--- config.mk ---
export PLATFORM = sky130hd
export DESIGN_NAME = nes_palette_loader
export DESIGN_NICKNAME = d
export VERILOG_FILES = /design/src/rtl/nes_palette_loader.sv
export SDC_FILE = /design/constraint.sdc
export NUM_CORES = 1
export LEC_CHECK = 0
export CAP_MARGIN = 0
export CORE_MARGIN = 3
export CORE_UTILIZATION = 64
export CTS_BUF_LIST = sky130_fd_sc_hd__clkbuf_2
export CTS_CLUSTER_SIZE = 10
export DETAILED_ROUTE_END_ITERATION = 12
export PLACE_DENSITY = 0.8
export SYNTH_ARGS = -nofsm -noshare
export SYNTH_HDL_FRONTEND = slang
export SYNTH_SLANG_ARGS = --single-unit
export TNS_END_PERCENT = 1
--- constraint.sdc ---
create_clock -name clk -period 3.73 [get_ports clk]
set_input_delay 0.5595 -clock clk [delete_from_list [all_inputs] [get_ports clk]]
set_output_delay 0.5595 -clock clk [all_outputs]
set_load 0.05 [all_outputs]
--- src/rtl/nes_palette_loader.sv ---
// Runtime-loadable NES palette: packs a 192-byte RGB download into a
// 64x15 BGR555 RAM and serves registered colour lookups to the video stage.
module nes_palette_loader #(
    parameter logic [7:0] PAL_INDEX = 8'd2,
    parameter int         PAL_BYTES = 192
) (
    input  logic        clk,
    input  logic        reset,
    input  logic        ioctl_download,
    input  logic [7:0]  ioctl_index,
    input  logic        ioctl_wr,
    input  logic [24:0] ioctl_addr,
    input  logic [7:0]  ioctl_dout,
    input  logic        lookup_en,
    input  logic [5:0]  color,
    output logic [14:0] pixel,
    output logic        pal_valid,
    output logic        load_error
);

    localparam logic [7:0] FILE_LEN = PAL_BYTES[7:0];

    typedef enum logic [1:0] {
        IDLE,
        LOAD,
        ERR
    } state_t;

    state_t state, state_nx;

    logic [14:0] mem [64];
    logic        match;
    logic        match_q;
    logic        start;
    logic        wr_ok;
    logic        in_file;
    logic        addr_ok;
    logic        clr;
    logic        adv;
    logic        ram_we;
    logic        set_err;
    logic        set_valid;
    logic [7:0]  byte_cnt;
    logic [1:0]  phase;
    logic [5:0]  entry_cnt;
    logic [4:0]  r_q;
    logic [4:0]  g_q;
    logic        unused_low;

    assign unused_low = ^ioctl_dout[2:0];

    assign match   = ioctl_download && (ioctl_index == PAL_INDEX);
    assign start   = match && !match_q;
    assign wr_ok   = ioctl_wr && match;
    assign in_file = byte_cnt < FILE_LEN;
    assign addr_ok = ioctl_addr == {17'd0, byte_cnt};

    always_ff @(posedge clk) begin
        if (reset) state <= IDLE;
        else       state <= state_nx;
    end

    always_comb begin
        state_nx  = state;
        clr       = 1'b0;
        adv       = 1'b0;
        ram_we    = 1'b0;
        set_err   = 1'b0;
        set_valid = 1'b0;
        unique case (state)
            IDLE: begin
                if (start) begin
                    state_nx = LOAD;
                    clr      = 1'b1;
                end
            end
            LOAD: begin
                if (!ioctl_download) begin
                    state_nx = IDLE;
                    if (in_file) set_err   = 1'b1;
                    else         set_valid = 1'b1;
                end else if (wr_ok && in_file) begin
                    if (!addr_ok) begin
                        state_nx = ERR;
                        set_err  = 1'b1;
                    end else begin
                        adv    = 1'b1;
                        ram_we = (phase == 2'd2);
                    end
                end
            end
            ERR: begin
                if (!ioctl_download) state_nx = IDLE;
            end
            default: state_nx = IDLE;
        endcase
    end

    // Edge detector is primed from the live match on reset so a download
    // already in flight is not mistaken for a fresh one.
    always_ff @(posedge clk) begin
        if (reset) begin
            match_q    <= match;
            byte_cnt   <= '0;
            phase      <= '0;
            entry_cnt  <= '0;
            r_q        <= '0;
            g_q        <= '0;
            pal_valid  <= 1'b0;
            load_error <= 1'b0;
        end else begin
            match_q <= match;
            if (clr) begin
                byte_cnt   <= '0;
                phase      <= '0;
                entry_cnt  <= '0;
                pal_valid  <= 1'b0;
                load_error <= 1'b0;
            end
            if (set_err)   load_error <= 1'b1;
            if (set_valid) pal_valid  <= 1'b1;
            if (adv) begin
                byte_cnt <= byte_cnt + 8'd1;
                unique case (phase)
                    2'd0: begin
                        r_q   <= ioctl_dout[7:3];
                        phase <= 2'd1;
                    end
                    2'd1: begin
                        g_q   <= ioctl_dout[7:3];
                        phase <= 2'd2;
                    end
                    default: begin
                        phase     <= 2'd0;
                        entry_cnt <= entry_cnt + 6'd1;
                    end
                endcase
            end
        end
    end

    always_ff @(posedge clk) begin
        if (ram_we) mem[entry_cnt] <= {ioctl_dout[7:3], g_q, r_q};
    end

    always_ff @(posedge clk) begin
        if (reset)          pixel <= '0;
        else if (lookup_en) pixel <= mem[color];
    end

endmodule

Word-level counts from Yosys, hierarchy flattened
Memories as Yosys holds them, arrays and structs flattened. A register that Yosys moved wholly into a read port is not among the register bits.
Index checks and enable logic that the tools add are counted.
{"block": "totals", "regBits": 31, "mem_bits_rw": 960, "mem_count": 1}
{"block": "op_classes", "n_addsub": 2, "order_cmp": 1, "n_eq_ne": 10, "muxes": 37, "n_reduce_logical": 14}
{"memory": "mem", "words": 64, "width": 15, "rd": 1, "rd_clocked_by_memory_dff": 1, "write_ports": 1, "line": "31", "rtl": "logic [14:0] mem [64];"}
{"operator": "$eq A25 B8 Y1", "count": 1}
{"operator": "$mux W1", "count": 23}
{"operator": "$mux W6", "count": 3}
{"operator": "$mux W8", "count": 2}
{"operator": "$mux W2", "count": 7}
{"operator": "$add A8 B1 Y8 const B", "count": 1}
{"operator": "$eq A8 B2 Y1 const B", "count": 1}
{"operator": "$lt A8 B8 Y1 const B", "count": 1}
{"operator": "$add A6 B1 Y6 const B", "count": 1}
{"operator": "$ne A3 B3 Y1 const B", "count": 2}
{"operator": "$pmux W2 S3", "count": 1}
{"operator": "$reduce_bool A2 Y1", "count": 3}
{"operator": "$eq A2 B1 Y1 const B", "count": 2}
{"operator": "$eq A2 B2 Y1 const B", "count": 2}
{"operator": "$logic_and A1 B1 Y1", "count": 4}
{"operator": "$logic_not A2 Y1", "count": 2}
{"operator": "$ne A2 B2 Y1 const B", "count": 2}
{"operator": "$pmux W2 S2", "count": 1}
{"operator": "$reduce_and A2 Y1", "count": 2}
{"operator": "$reduce_and A4 Y1", "count": 1}
{"operator": "$reduce_or A2 Y1", "count": 1}
{"operator": "$logic_not A1 Y1", "count": 1}

Longest topological paths before layout
Gate-level depths: netlist of the first run.
{"block": "logic_depth", "word_depth": 9, "mapped_depth": 9, "ltp_nobuf": 6}

Least setup slack after synthesis of the first run
Ideal clock, no wire load.
{"block": "synth_timing", "kind": "input to register", "startpoint": "in ioctl_addr[11]", "endpoint": "mem mem[31][0] (enable)", "t_arrival_ns": 2.761, "required_ns": 3.344, "setup_slack_ns": 0.582, "cell_stages": 6, "path_cell_list": "or4_4 > nor4_4 > and4_1 > buf_2 > nand4_1 > nor2_1"}
{"block": "synth_via", "elab_chain_cells": 7}
{"item": "from (decl)", "line": "12", "rtl": "input logic [24:0] ioctl_addr,"}
{"item": "$eq A25 B8 Y1", "line": "56", "rtl": "assign addr_ok = ioctl_addr == {17'd0, byte_cnt};"}
{"item": "$mux W1", "line": "83", "rtl": "if (!addr_ok) begin"}
{"item": "$mux W1", "line": "82", "rtl": "end else if (wr_ok && in_file) begin"}
{"item": "$mux W1", "line": "78", "rtl": "if (!ioctl_download) begin"}
{"item": "$mux W1", "line": "70", "rtl": "unique case (state)"}
{"item": "$mux W1", "line": "143", "rtl": "if (ram_we) mem[entry_cnt] <= {ioctl_dout[7:3], g_q, r_q};"}
{"item": "$mux W1 (not written as such)", "line": "143"}
{"item": "to (decl)", "line": "31"}
No other way between the ends.

Worst setup path in the final report of the first run
{"block": "layout_timing", "startpoint": "reg pixel[3], read port of mem", "endpoint": "out pixel[3]"}
{"item": "from (decl)", "line": "16", "rtl": "output logic [14:0] pixel,"}
No word-level cell between the ends.

==> results of run 1 <==
## state kept, by name, indices dropped and copies added (netlist names)
| signal | flops |
|---|---|
| pixel | 15 |
| byte_cnt | 8 |
| state | 2 |
| pal_valid | 1 |
| mem | 960 |
| g_q | 5 |
| load_error | 1 |
| match_q | 1 |
| entry_cnt | 6 |
| r_q | 5 |
| phase | 2 |
## cells by family after synthesis
logic type,count (synthesis),synth area share (%)
compound gates,222,3.84
xor+xnor,9,0.202
fa+ha+maj,2,0.0641
buf+inv,126,1.33
flops,1006,76.2
mux,372,13.4
simple gates,351,4.98
## metrics by stage
| step | hold slack [ns] | setup slack (ns) |
|---|---|---|
| after floorplan | 0.462 | 0.582 |
| after global placement | 0.443 | 0.317 |
| after detailed placement | 0.458 | 0.246 |
| after CTS | 0.0898 | 0.242 |
| after global routing | 0.145 | 0.206 |
| final | 0.255 | 0.344 |
## timing repair
item / 4_1_cts / 5_1_grt
hold endpoints to repair: 301 / 0
setup endpoints to repair: 0 / 0
hold buffers: 14 / 0
## Yosys cell counts, types with 4 or more instances
library cell / n / share of area [%]
dfxtp_1: 46 / 2.4
and3_1: 4 / 0.064
nor3_1: 5 / 0.064
nand3b_1: 4 / 0.077
nor2b_1: 70 / 1.1
a221o_1: 15 / 0.38
nand4_1: 34 / 0.54
nand2b_1: 17 / 0.27
nor2_1: 79 / 0.76
a22oi_1: 121 / 2.3
xor2_1: 4 / 0.090
mux4_2: 120 / 6.9
inv_1: 6 / 0.058
buf_2: 33 / 0.42
nand2_1: 12 / 0.12
buf_1: 12 / 0.12
nand3_1: 82 / 1.1
clkbuf_1: 74 / 0.71
xnor2_1: 5 / 0.11
mux2i_1: 251 / 6.4
or3_1: 8 / 0.13
edfxtp_1: 960 / 74
o21ai_0: 6 / 0.077
nor3b_1: 17 / 0.33
a21oi_1: 75 / 0.96
## worst max path at each step
stage	start	to	slack [ns]	cells after the start
6_report	pixel[3]	pixel[3]	0.34	1
5_1_grt	pixel[12]	pixel[12]	0.21	1
4_1_cts	pixel[2]	pixel[2]	0.24	1
3_5_place_dp	ioctl_addr[11]	mem[23][6]	0.25	8
3_3_place_gp	ioctl_addr[11]	mem[22][6]	0.32	8
2_1_floorplan	ioctl_addr[11]	mem[31][0]	0.58	6
## power breakdown
group | leakage, uW | switching, uW | internal (uW) | total (uW)
logic | 0.00418 | 531 | 320 | 852
registers | 0.00918 | 26.5 | 12200 | 12300
clock network | 0.00162 | 4040 | 2860 | 6900
## metal layers
| metal | vias to the layer above | global-route usage [%] |
|---|---|---|
| met5 | - | 0 |
| met4 | 2 | 10.2 |
| met3 | 170 | 8.08 |
| met2 | 1413 | 43.2 |
| met1 | 10869 | 43.5 |
| li1 | 9244 | - |
## cell usage in the layout (no fill, tap or decap), types with 34 or more instances in the layout
master,instances
mux4_2,120
mux2i_1,251
nor2_1,76
nand3_1,82
clkinv_1,45
nor2b_1,67
clkbuf_2,344
buf_4,128
a21oi_1,75
clkdlybuf4s50_1,58
nand4_1,34
edfxtp_1,960
dfxtp_1,36
a22oi_1,121
## cell type report
class                      instances  area [um2]  share of cell area (%)
antenna                            6        15.0                  0.0344
clock buffer                     344        1720                    3.94
clock inverter                    63         418                   0.957
inverter                           6        22.5                  0.0516
multi-input combinational        956        8810                    20.2
sequential                      1006       29800                    68.1
tap                              773         967                    2.21
timing repair buffer             218        1960                    4.48
==> impl_results.md, run 1 <==
* CP Max Fanout at 2
* Final nets at 2462
* Metal2 WL at 42200 um
* Initial antenna violation count at 6
* Top FF cell, synth: edfxtp_1
* Final Non-Filler Cells at 3372
* CTS tree: built
* CTS Sinks at 1006
* Metal3 WL at 11600 um
* Num rows at 89
* Hold path endpoint: pixel[3]
* Hold_sp: color[0]
* Crit Path Category: flop to output port
* M1 wire length at 35000 um
* Cell count after synthesis at 2088
* First-pass GRT wire length at 136000 um
* Crit-path leading delay family: buffers and inverters
* Setup TNS at 0 ns
* Die height at 253 um
* Cells along the critical path: clkdlybuf4s50_1
* Final setup viols at 0
* DRT iter0 DRCs at 2817
* Worst Path Arrival at 2.83 ns
* Reg2Reg Capture Point: mem[56][8]
* TritonCTS Buffers at 220
* Routed vias at 21698
* FMAX at 295 MHz
* DP Cell Count at 2945
* Die width at 253 um
* Worst skew pair latency at 1.42 ns
* Mapped Nets at 2142
* P_leak at 0.0150 uW
* Resized Gates After CTS at 0
* Unique masters post-synth at 46
* Total grt overflow at 0
* Avg Synthesized Cell Area at 18.7 um2
* Worst-Margin Slew at 1.30 ns
* Worst Clk Skew at 0.0729 ns
* R2R depth at 9
* Final wirelength at 91500 um
* Layout cells sized above 1 at 25.3%
* HPWL Detailed at 55600 um
* VDD IR max at 0.410 mV
* Area after DPL at 41400 um2
* Synthesized area at 39000 um2
* Filler instances at 3494
* Max_cap viols at 0
* Critical path startpoint category: flop
* Clock-pin slew on the worst setup and hold paths at 0.12 ns
* Initial Utilization at 65.4%
* Slowest cell on the critical path: clkdlybuf4s50_1
* H-tree depth at 4
* Worst Setup End Kind: output port
* Post-CTS setup repair buffer count at 0
* DRC violations left at 0
* Largest net degree at the start of global routing at 75
* Die Area at 64000 um2
* Buf+Inv Stages, Crit Path at 1
* Area delta synth->final at 11.9%
* Worst slew margin at 13.3%
* Clock Tree Buf Depth at 3
* RSZ-0062 raised after global routing: false
* Status: finished clean
* Hold depth at 5
* Reg2reg setup slack at 0.96 ns
* Power Density at 458 nW/um2
* Ports at 69
* Max incr delay on CP at 0.88 ns
* EDFF count, synth at 960
* Final core area utilization at 73.2%
* Overall global routing resource usage at 29.4%
* Post-Layout Inst Area at 43700 um2
* Number of I/O port buffers at 65
* Async set-or-reset flop fraction in the synthesized netlist at 0%
* Vias in the first global route at 21678
* Tmin final at 3.39 ns
* Ys Warns at 0
* #FFs+latches synth at 1006
* DR top layer: met5
* Register area share after synthesis at 76.2%
* Final Hold Fails at 0
* GPL Wtd Cong at 0.867
* Clock root buffer: clkbuf_2
* Antenna viol nets, final at 0
* Period utilization at 90.8%
* Worst r2r src: byte_cnt[2]
* Worst Hold Class: input port to flop
* WL per Instance at 27.1 um
* Post-layout total power at 20000 uW
* Required time worst endpoint at 3.17 ns
* Core area at 59700 um2
* Slew Limit Fails at 0
* Avg Vias per Cell at 6.43
* DR pass1 iterations at 5
Power figures use the tool's default switching activity.
==> run 2: changes to the inputs <==
CORE_ASPECT_RATIO = 0.8   (was unset)
CORE_UTILIZATION = 30   (was 64)
CTS_BUF_LIST = sky130_fd_sc_hd__clkbuf_8 sky130_fd_sc_hd__clkbuf_16   (was sky130_fd_sc_hd__clkbuf_2)
PLACE_DENSITY = 0.43   (was 0.8)
==> run 2 against run 1 <==
Compared with the run above: sequential power barely moved; worst hold slack improved by 0.079 ns; final area rose by 7.1%; combinational power rose by 8.5%; critical path type unchanged; first-iteration DRC count fell by 34%; final cell count rose by 22%; global-route usage fell by 13 points; utilization fell by 37 points; wire length rose by 19%; largest cell class unchanged; largest power group unchanged.
==> impl_results.md, run 2 (synthesized netlist as in run 1, its figures left out) <==
* Worst Clk Skew at 0.0350 ns
* Post-cts hold buffer count at 0
* H-tree depth at 3
* Final nets at 2370
* Clock-pin slew on the worst setup and hold paths at 0.06 ns
* Worst Setup End Kind: output port
* Max incr delay on CP at 0.88 ns
* Die Area at 135000 um2
* PnR worst setup slack at 1.05 ns
* Avg Vias per Cell at 4.90
* Area delta synth->final at 19.8%
* Initial Utilization at 30.4%
* DRT iter0 DRCs at 1847
* Core area at 128000 um2
* Power Density at 490 nW/um2
* Setup TNS at 0 ns
* DP Worst Slack at 0.405 ns
* Final setup viols at 0
* Clock root buffer: clkbuf_16
* Resized Gates After CTS at 0
* FMAX at 373 MHz
* Worst skew pair latency at 0.70 ns
* Post-CTS setup repair buffer count at 0
* Vias in the first global route at 20456
* DRC violations left at 0
* Final Hold Fails at 0
* Period utilization at 71.9%
* Largest registers: mem x960, pixel x15, byte_cnt x8
* Ports at 69
* Buf+Inv Stages, Crit Path at 1
* Crit-path leading delay family: buffers and inverters
* Cells along the critical path: clkdlybuf4s50_1
* Clock Tree Buf Depth at 3
* TritonCTS Buffers at 113
* Worst Hold Class: input port to flop
* VDD IR max at 0.341 mV
* Worst Path Arrival at 2.12 ns
* Max FFs per register at 960
* Tmin final at 2.68 ns
* Overall global routing resource usage at 16.0%
* Layout cells sized above 1 at 18.7%
* First-pass GRT wire length at 153000 um
* GPL Wtd Cong at 0.762
* Status: finished clean
* Final wirelength at 109000 um
* Required time worst endpoint at 3.17 ns
* Antenna viol nets, final at 0
* Filler instances at 11927
* DR pass1 iterations at 5
* Reg with most FFs: mem
* Routed vias at 20189
* Total grt overflow at 0
* CTS tree: built
* Slowest cell on the critical path: clkdlybuf4s50_1
* WL per Instance at 26.4 um
* HPWL Detailed at 68500 um
* Slew Limit Fails at 0
* Most common cell after layout, fill and taps aside: edfxtp_1
* Max_cap viols at 0
* RSZ-0062 raised after global routing: false
* Die width at 409 um
* Num rows at 117
* Largest net degree at the start of global routing at 69
* Initial antenna violation count at 8
* Commonest cells after routing, fill and taps aside: edfxtp_1, mux2i_1, a22oi_1, mux4_2, clkbuf_16
* Worst-Margin Slew at 1.35 ns
* Number of I/O port buffers at 65
* Worst slew margin at 10.2%
* CP Max Fanout at 2
* Critical path startpoint category: flop
* Crit Path Category: flop to output port
* Die height at 329 um
* P_leak at 0.0154 uW
* CTS Sinks at 1006
[run 2: cell count changes in the layout (fill, tap and decap cells not counted), moves of 6 or more]
cell	delta
dlygate4sd3_1	-14
buf_12	+62
bufinv_16	-6
buf_4	-33
inv_1	+60
clkbuf_16	+115
clkinv_1	-41
clkbuf_2	-344
[run 2: path summary, 6_finish.rpt]
kind / endpoint / slack [ns] / cells past startpoint / startpoint
max: pixel[14] / 1.05 / 1 / pixel[14]
min: mem[37][14] / 0.33 / 1 / ioctl_dout[7]
max reg2reg: mem[20][11] / 1.14 / 10 / byte_cnt[6]
min reg2reg: load_error / 0.47 / 2 / load_error
[run 2: worst register-to-register path, cell delays in order (launching register included)]
cell and delay [ns]:
dfxtp_1 0.47, xnor2_1 0.15, nand4_1 0.13, nor4_2 0.16, buf_4 0.18, and4_1 0.22, buf_4 0.19, nand3_1 0.09
buf_4 0.23, nor2_1 0.24, buf_12 0.20
[run 2: final cells by class]
cell class              count  area [um2]  area share (%)
flip-flops and latches   1006       29800            63.6
inverters                   6        22.5          0.0481
clock buffers             119        2930            6.27
clock inverters            68         283           0.604
well taps                1725        2160            4.61
multi-input cells         956        8810            18.8
diodes                      5        12.5          0.0267
repair buffers            233        2800            5.99
[run 2: routing by layer]
layer / GRT usage (%) / vias to the layer above / wire, um
li1: - / 8931 / -
met1: 24.6 / 10633 / 54000
met2: 22.9 / 494 / 46200
met3: 3.87 / 131 / 6650
met4: 3.36 / 0 / 1900
met5: 0 / - / 0
[run 2: where the power goes]
group	leakage, uW	switching (uW)	internal [uW]
sequential	0.00918	30.5	12300
clock	0.00179	4200	5540
combinational	0.00443	580	343
total	0.0154	4810	18100
[run 2: through the flow]
step | std cells | power [uW] | instance area [um2] | utilization, % | hold WS, ns
after CTS | 4113 | 23300 | 46800 | 36.5 | 0.267
after global placement | 3926 | 13500 | 43600 | 34.0 | 0.464
after floorplan | 2088 | 13000 | 39000 | - | 0.462
after global routing | 4113 | 23800 | 46800 | 36.5 | 0.295
final | 4118 | 22900 | 46800 | 36.5 | 0.333
after detailed placement | 3926 | 13500 | 43600 | 34.0 | 0.467
==> run 3: changes to the inputs <==
PLACE_DENSITY = 0.45   (was 0.43)
clock period = 2.3 ns   (was 3.73 ns; I/O delays follow)
==> run 3 against run 2 <==
Compared with the run above: the run now ends with negative setup slack left; non-clock buffer count is 152 higher; critical path type is now flop to flop; final area is 4.1% higher; count of clock-buffer cells in the layout is 7 lower; global-route usage is 0.71 points higher; clock power is 58% higher; register-to-register slack worse by 1.2 ns; highest routed layer unchanged; sequential share of layout area is 2.5 points lower; total power is 61% higher.
==> impl_results.md, run 3 (synthesized netlist as in run 1, its figures left out) <==
* Final core area utilization at 38.0%
* Total grt overflow at 0
* Slew Limit Fails at 0
* CP Max Fanout at 9
* Die width at 409 um
* DRT iter0 DRCs at 2250
* Number of I/O port buffers at 65
* Num rows at 117
* P_leak at 0.0163 uW
* PnR worst setup slack at -0.0597 ns
* Clock-pin slew on the worst setup and hold paths at 0.06 ns
* Period utilization at 103%
* Crit Path Category: flop to flop
* Vias in the first global route at 21347
* Failing checks: negative setup slack
* Routed vias at 21224
* Overall global routing resource usage at 16.8%
* Critical path startpoint category: flop
* Largest net degree at the start of global routing at 66
* Required time worst endpoint at 2.70 ns
* Antenna viol nets, final at 0
* Die Area at 135000 um2
* Filler instances at 11786
* Largest registers: mem x960, pixel x15, byte_cnt x8
* TritonCTS Buffers at 110
* Power Density at 758 nW/um2
* Worst Path Arrival at 2.76 ns
* Area delta synth->final at 24.8%
* Core area at 128000 um2
* Max FFs per register at 960
* Max_cap viols at 0
* Clock root buffer: clkbuf_16
* Ports at 69
* Clock Tree Buf Depth at 3
* Post-layout total power at 36900 uW
* FMAX at 424 MHz
* Tmin final at 2.36 ns
* RSZ-0062 raised after global routing: true
* Avg Vias per Cell at 5.00
* CTS tree: built
* Die height at 329 um
* Final wirelength at 113000 um
* First-pass GRT wire length at 161000 um
* DRC violations left at 0
* Initial antenna violation count at 3
* GPL Wtd Cong at 0.885
* Hold WS at 0.0810 ns
* Reg area at 29800 um2
* Most common cell after layout, fill and taps aside: edfxtp_1
* CTS Sinks at 1006
* Reg with most FFs: mem
* Status: complete, but fails checks
* Post-cts hold buffer count at 0
* Initial Utilization at 30.4%
* VDD IR max at 0.575 mV
* Multi-input gate area at 9240 um2
* HPWL Detailed at 75800 um
* Worst Hold Class: input port to flop
* Commonest cells after routing, fill and taps aside: edfxtp_1, mux2i_1, buf_4, a22oi_1, mux4_2
* Reg2reg setup slack at -0.06 ns
* Final nets at 2519
* H-tree depth at 3
* Worst skew pair latency at 0.70 ns
* Worst Setup End Kind: flop
* WL per Instance at 26.7 um
* Worst-Margin Slew at 1.10 ns
* Worst slew margin at 26.8%
* DR pass1 iterations at 5
* Final setup viols at 115
* Layout cells sized above 1 at 26.6%
* Worst Clk Skew at 0.0244 ns
* Final Hold Fails at 0
## run 3: what timing repair did
action | 4_1_cts | 5_1_grt
resized for setup | 140 | 27
setup endpoints to repair | 975 | 963
cloned | 5 | 0
buffers inserted | 2 | 1
pin swaps | 14 | 11
## run 3: final cells by class
class / count / share of cell area, %
flip-flops and latches: 1006 / 61.1
inverters: 6 / 0.0462
diodes: 1 / 0.00514
multi-input cells: 956 / 19.0
repair buffers: 385 / 9.25
clock inverters: 51 / 0.449
clock buffers: 112 / 5.75
well taps: 1725 / 4.43
## run 3: through the flow
step | setup WS (ns) | std cells | TNS, ns | instance area, um2
after global placement | -0.847 | 4070 | -673.55 | 45100
after global routing | -0.171 | 4241 | -58.52 | 48700
final | -0.0597 | 4242 | -1.93 | 48700
after CTS | -0.181 | 4240 | -93.09 | 48600
after floorplan | -0.585 | 2088 | -549.67 | 39100
after detailed placement | -0.814 | 4070 | -679.30 | 45100
## run 3: power by group
part / switching (uW) / internal (uW) / total, uW / leakage (uW)
Clock: 6760 / 8590 / 15400 / 0.00165
Sequential: 47.4 / 19900 / 19900 / 0.00918
Combinational: 973 / 691 / 1660 / 0.00546
Total: 7780 / 29200 / 36900 / 0.0163
## run 3: metal layers
layer | track usage, % | routed length [um]
met3 | 4.29 | 8990
met4 | 3.34 | 1890
met1 | 25.8 | 55000
met5 | 0 | 0
met2 | 23.7 | 47300
## run 3: critical path, cell delays in order (launching register included)
cell     delay, ns
dfxtp_4       0.38
xnor2_2       0.11
nand4_1       0.16
nor4_4        0.19
buf_4         0.16
and4_4        0.23
buf_12        0.14
nand3_2       0.10
buf_12        0.20
nor2_4        0.12
buf_4         0.14
buf_12        0.12
## run 3: final timing paths
| path | startpoint | cells past startpoint | to |
|---|---|---|---|
| setup / recovery | byte_cnt[3] | 11 | mem[17][7] |
| hold / removal | ioctl_dout[5] | 1 | mem[6][12] |
| setup reg to reg | byte_cnt[3] | 11 | mem[17][7] |
| hold reg to reg | load_error | 2 | load_error |
